`config.mk`:
```
export PLATFORM = sky130hd
export DESIGN_NAME = out_fifo_wr_packer
export DESIGN_NICKNAME = d
export VERILOG_FILES = /design/src/rtl/out_fifo_pkg.sv /design/src/rtl/out_fifo_wr_skid.sv /design/src/rtl/out_fifo_wr_packer.sv
export SDC_FILE = /design/constraint.sdc
export NUM_CORES = 1
export LEC_CHECK = 0
export CORE_MARGIN = 5
export CORE_UTILIZATION = 40
export DETAILED_ROUTE_END_ITERATION = 8
export PLACE_DENSITY = 0.69
export SLEW_MARGIN = 20
export SYNTH_ARGS = -nofsm -noshare
export SYNTH_HDL_FRONTEND = slang
export SYNTH_SLANG_ARGS = --single-unit
```
`constraint.sdc`:
```
create_clock -name CLK -period 3.5 [get_ports CLK]
set_input_delay 0.7 -clock CLK [delete_from_list [all_inputs] [get_ports CLK]]
set_output_delay 0.7 -clock CLK [all_outputs]
set_load 0.03 [all_outputs]
```
`src/rtl/out_fifo_pkg.sv`:
```
// Shared types and constants for the OUT_FIFO write-side packer (8x4 array mode).
package out_fifo_pkg;

    localparam int LANES  = 10;
    localparam int NIB_W  = 4;
    localparam int BYTE_W = 8;

    typedef logic [LANES*NIB_W-1:0]  nib_beat_t;
    typedef logic [LANES*BYTE_W-1:0] byte_word_t;

    typedef enum logic {
        EMPTY = 1'b0,
        HALF  = 1'b1
    } pack_state_t;

    // First beat lands in the low nibble so the read side unpacks in arrival order.
    function automatic byte_word_t pack_nibbles(input nib_beat_t lo, input nib_beat_t hi);
        byte_word_t w;
        w = '0;
        for (int k = 0; k < LANES; k++) begin
            w[k*BYTE_W +: BYTE_W] = {hi[k*NIB_W +: NIB_W], lo[k*NIB_W +: NIB_W]};
        end
        return w;
    endfunction

endpackage

```
`src/rtl/out_fifo_wr_skid.sv`:
```
// Two-entry in-order buffer between the nibble packer and OUT_FIFO; head entry is a register output.
module out_fifo_wr_skid #(
    parameter int W = 80
) (
    input  logic         clk_i,
    input  logic         rst_n_i,
    input  logic         push_i,
    input  logic         pop_i,
    input  logic [W-1:0] din_i,
    output logic [W-1:0] dout_o,
    output logic [1:0]   count_o
);

    logic [W-1:0] mem_q [2];
    logic         wr_ptr_q, wr_ptr_d;
    logic         rd_ptr_q, rd_ptr_d;
    logic [1:0]   count_q, count_d;

    always_comb begin
        wr_ptr_d = wr_ptr_q ^ push_i;
        rd_ptr_d = rd_ptr_q ^ pop_i;
        count_d  = count_q + {1'b0, push_i} - {1'b0, pop_i};
    end

    always_ff @(posedge clk_i or negedge rst_n_i) begin
        if (!rst_n_i) begin
            mem_q[0] <= '0;
            mem_q[1] <= '0;
            wr_ptr_q <= 1'b0;
            rd_ptr_q <= 1'b0;
            count_q  <= 2'd0;
        end else begin
            if (push_i) begin
                mem_q[wr_ptr_q] <= din_i;
            end
            wr_ptr_q <= wr_ptr_d;
            rd_ptr_q <= rd_ptr_d;
            count_q  <= count_d;
        end
    end

    assign dout_o  = mem_q[rd_ptr_q];
    assign count_o = count_q;

endmodule

```
`src/rtl/out_fifo_wr_packer.sv`:
```
// Packs pairs of 10-lane nibble beats into OUT_FIFO byte words under FULL/ALMOSTFULL backpressure.
// Define OUT_FIFO_WR_STATS_EN to add the WR_COUNT / STALL_COUNT statistics outputs.
module out_fifo_wr_packer #(
    parameter int         LANES           = 10,
    parameter logic [3:0] IDLE_NIBBLE     = 4'h0,
    parameter bit         USE_ALMOST_FULL = 1'b1
) (
    input  logic                 CLK,
    input  logic                 RESET_N,
    input  logic                 IN_VALID,
    output logic                 IN_READY,
    input  logic [LANES*4-1:0]   IN_DATA,
    input  logic                 FLUSH,
    input  logic                 FIFO_FULL,
    input  logic                 FIFO_ALMOSTFULL,
    output logic                 FIFO_WREN,
    output logic [LANES*8-1:0]   FIFO_D,
    output logic                 IDLE
`ifdef OUT_FIFO_WR_STATS_EN
    ,
    output logic [31:0]          WR_COUNT,
    output logic [31:0]          STALL_COUNT
`endif
);
    import out_fifo_pkg::*;

    pack_state_t state_q, state_d;
    nib_beat_t   lo_q, lo_d;
    logic        flush_pend_q, flush_pend_d;
    logic        rst_done_q;
    logic [1:0]  count;
    logic        accept, allow, push, pop;
    byte_word_t  push_word, head;

    assign allow     = !FIFO_FULL && !(USE_ALMOST_FULL && FIFO_ALMOSTFULL);
    assign IN_READY  = rst_done_q && (count < 2'd2);
    assign accept    = IN_VALID && IN_READY;
    assign pop       = (count != 2'd0) && allow;
    assign FIFO_WREN = pop;
    assign FIFO_D    = head;
    assign IDLE      = (state_q == EMPTY) && (count == 2'd0) && !flush_pend_q;

    always_comb begin
        state_d      = state_q;
        lo_d         = lo_q;
        flush_pend_d = flush_pend_q;
        push         = 1'b0;
        push_word    = pack_nibbles(lo_q, IN_DATA);
        case (state_q)
            EMPTY: begin
                if (accept) begin
                    state_d = HALF;
                    lo_d    = IN_DATA;
                end
            end
            HALF: begin
                // A real second beat always wins over a pending pad.
                if (accept) begin
                    state_d      = EMPTY;
                    push         = 1'b1;
                    flush_pend_d = 1'b0;
                end else if (flush_pend_q && (count < 2'd2)) begin
                    state_d      = EMPTY;
                    push         = 1'b1;
                    push_word    = pack_nibbles(lo_q, nib_beat_t'({LANES{IDLE_NIBBLE}}));
                    flush_pend_d = 1'b0;
                end else if (FLUSH) begin
                    flush_pend_d = 1'b1;
                end
            end
            default: state_d = EMPTY;
        endcase
    end

    always_ff @(posedge CLK or negedge RESET_N) begin
        if (!RESET_N) begin
            state_q      <= EMPTY;
            lo_q         <= '0;
            flush_pend_q <= 1'b0;
            rst_done_q   <= 1'b0;
        end else begin
            state_q      <= state_d;
            lo_q         <= lo_d;
            flush_pend_q <= flush_pend_d;
            rst_done_q   <= 1'b1;
        end
    end

    out_fifo_wr_skid #(.W(LANES*8)) u_skid (
        .clk_i   (CLK),
        .rst_n_i (RESET_N),
        .push_i  (push),
        .pop_i   (pop),
        .din_i   (push_word),
        .dout_o  (head),
        .count_o (count)
    );

`ifdef OUT_FIFO_WR_STATS_EN
    logic [31:0] wr_count_q, stall_count_q;

    always_ff @(posedge CLK or negedge RESET_N) begin
        if (!RESET_N) begin
            wr_count_q    <= '0;
            stall_count_q <= '0;
        end else begin
            if (pop && (wr_count_q != 32'hFFFF_FFFF)) begin
                wr_count_q <= wr_count_q + 32'd1;
            end
            if ((count != 2'd0) && !allow && (stall_count_q != 32'hFFFF_FFFF)) begin
                stall_count_q <= stall_count_q + 32'd1;
            end
        end
    end

    assign WR_COUNT    = wr_count_q;
    assign STALL_COUNT = stall_count_q;
`endif

endmodule

```
==> results_dict.tcl <==
set metrics [dict create \
    pwr-share-comb_pct 46.4 \
    drc 0 \
    htreeDepth 1 \
    status "complete, no violations" \
    crit_path_max_fanout 33 \
    r2r-end "u_skid.mem_q[118]$_DFFE_PN0P_" \
    synth_edf_count 0 \
    clk_latency_ns 0.49 \
    clockRootBuffer "clkbuf_16" \
    hold_viol 0 \
    via_per_inst 5.32 \
    yosys.area.top_type "dfrtp_1" \
    cts_buffer_depth 3 \
    core.rowCount 53 \
    critPathLaunchType "flip-flop" \
    critPathMaxStageDelay_ns 0.67 \
    net-switching-power_mw 4.30 \
    setup_viol 0 \
    switching_share_pct 36.1 \
    post_cts_buffers 0 \
    worst_slew_pin_slew_ns 0.722 \
    ios 129 \
    n_fill_cell 1757 \
    yosys_warnings 0 \
    r2r_setup_slack_ns 1.26 \
    utilization_pct 51.9 \
    async_flop_share_pct 100 \
    min_path_type "in2async" \
    drive_gt1_share_pct 36.8 \
    slowest_stage "dfrtp_4" \
    die_w_um 156 \
    required_ns 2.80 \
    synthesis.area_mm2 0.00849 \
    slew-limit-headroom_pct 51.7 \
    die-area_mm2 0.0242 \
    drv_slew 0 \
    cts-buffers-inserted 22 \
    path_class "reg2out" \
    grt_pass1_wl_um 32100 \
    vias 5192 \
    drt_pass1_iterations 4 \
    arrival_ns 2.44 \
    cts_hold_buf 0 \
    fin_nets 736 \
    grt_setup_unrepaired "false" \
    p_seq_share_pct 35.2 \
    ant_nets 0 \
    r2r-start "flush_pend_q$_DFFE_PN0P_" \
    r2r_cells 7 \
    hold_ws_ns 0.260 \
    synth.net_count 604 \
    power_mw 11.9 \
    areaGrowthSynthToFinish_pct 27.9 \
    gp_congestion 0.739 \
    antenna_found_initial 0 \
    maxCapViolations 0 \
    power.internal_mw 7.62 \
    grt_pass1_vias 5847 \
    crit_start "u_skid.rd_ptr_q$_DFF_PN0_" \
    max_freq_mhz 319 \
    cts_tree "yes" \
    grt.overflow.total 0 \
    crit_path_end_kind "primary output" \
    grt_use_total_pct 16.4 \
    synth_cell_types 23 \
    setup_tns_ns 0 \
    min_period_over_period_pct 89.6 \
    seq_area_frac_synth_pct 61.0 \
    synth_top_cells_by_area "dfrtp_1, mux2_2, a22o_1" \
    clkPwrFrac_pct 18.4 \
    grt_max_degree 88 \
    synth-main-ff-cell "dfrtp_1" \
    finalClockSkew_ns 0.00567 \
    p_per_area_mw_per_mm2 1100 \
    core_mm2 0.0210 \
    wl_um 20100 \
    p_leak_nw 4.70 \
    period_needed_ns 3.14 \
    die_h_um 156 \
    clkSlewWorstSetupHoldPaths_ns 0.06 \
    cts_resized 0 \
    drt_iter0_drc 253 \
    peakVddDrop_mv 0.613 \
    port_buffers 128 \
    avgRoutedWirePerCell_um 20.6 \
    dpl.hpwl_um 13100 \
    ys_ff_latch 207 \
    synth_top_area_share_pct 61.0 \
    syn_avg_cell_area_um2 15.3 \
    initial_utilization_pct 40.5 \
    cp_cell_sequence "buf_12, mux2_2, clkdlybuf4s50_1" \
    numClockSinks 207 \
    syn_inst 556 \
    diodes 0 \
]
[kinds of logic after synthesis]
| logic type | share of synthesized area [%] |
|---|---|
| multiplexers | 26.5 |
| AND/OR/NAND/NOR | 0.781 |
| AO/OA/AOI/OAI | 8.62 |
| adder cells (fa/ha/maj) | 0.295 |
| flip-flops | 61.0 |
| other | 0.0442 |
| buffers and inverters | 2.34 |
| XOR/XNOR | 0.413 |
[layout by cell type, fill, tap and decap left out, drive strengths merged]
master         instances
buf                   20
nor3                   1
nand3b                 1
ha                     2
nor3b                  1
a22o                  80
a211oi                 1
a41oi                  1
clkinv                 1
a21oi                  3
mux2                 200
clkdlybuf4s50        127
conb                   1
or2                    1
nand2                  1
clkbuf                37
nor4                   1
nor2b                  1
xnor2                  3
dfrtp                207
nor4b                  1
inv                    5
xor2                   1
nor2                   4
[synth_stat cells (2+ instances only)]
cell type,instances
dfrtp_1,207
xnor2_1,3
clkbuf_1,12
a21oi_1,3
a22o_1,80
mux2_2,200
nor2_1,4
buf_2,24
ha_1,2
buf_1,4
inv_1,5
[worst max path at each step]
stage	end	slack (ns)	cells past startpoint
after detailed placement	u_skid.mem_q[132]$_DFFE_PN0P_	0.46	8
after floorplan	u_skid.count_o[1]$_DFF_PN0_	0.90	4
after CTS	FIFO_D[59]	0.32	3
after global routing	FIFO_WREN	0.27	3
after global placement	FIFO_WREN	0.52	3
final	FIFO_D[58]	0.36	3
[per-layer routing]
metal,global-route usage [%],part of all wire [%],wire length [µm],vias to the layer above
met5,0,0,0,-
met4,3.63,1.5,297,0
met3,3.00,4.3,863,24
met2,29.3,51,10300,120
met1,20.9,43,8600,2738
li1,-,-,-,2310
[cell type report]
cell class / instances / area (µm²) / area share [%]
inverters: 5 / 18.8 / 0.173
clock inverters: 1 / 5.00 / 0.0461
multi-input cells: 304 / 3160 / 29.0
clock buffers: 36 / 674 / 6.21
well taps: 275 / 344 / 3.17
flip-flops and latches: 207 / 5180 / 47.7
repair buffers: 148 / 1490 / 13.7
[worst max-delay path, delay by kind of cell, from the launching register on]
kind | cells | cell delay (ns)
buffers and inverters | 2 | 0.88
muxes | 1 | 0.38
DFF | 1 | 0.67
[state kept, by name (all words and copies together), names as in the netlist]
signal           flops
u_skid.mem_q       160
u_skid.rd_ptr_q      1
rst_done_q           1
u_skid.count_o       2
u_skid.wr_ptr_q      1
state_q              1
lo_q                40
flush_pend_q         1
[per-stage QoR]
step	area [µm²]	std cells	setup slack [ns]
global placement	10200	939	0.520
detailed placement	10200	939	0.458
finish	10900	976	0.363
CTS	10900	976	0.320
floorplan	8490	556	0.903
global route	10900	976	0.267
[power groups by stage]
stage	logic (mW)	registers (mW)	clock network (mW)
after global routing	5.86	4.33	2.35
after CTS	5.63	4.20	2.24
after detailed placement	5.59	4.23	0
after floorplan	3.76	3.91	0
final	5.53	4.19	2.19
after global placement	5.47	4.11	0
No activity file was read; power rests on OpenSTA's default activity.
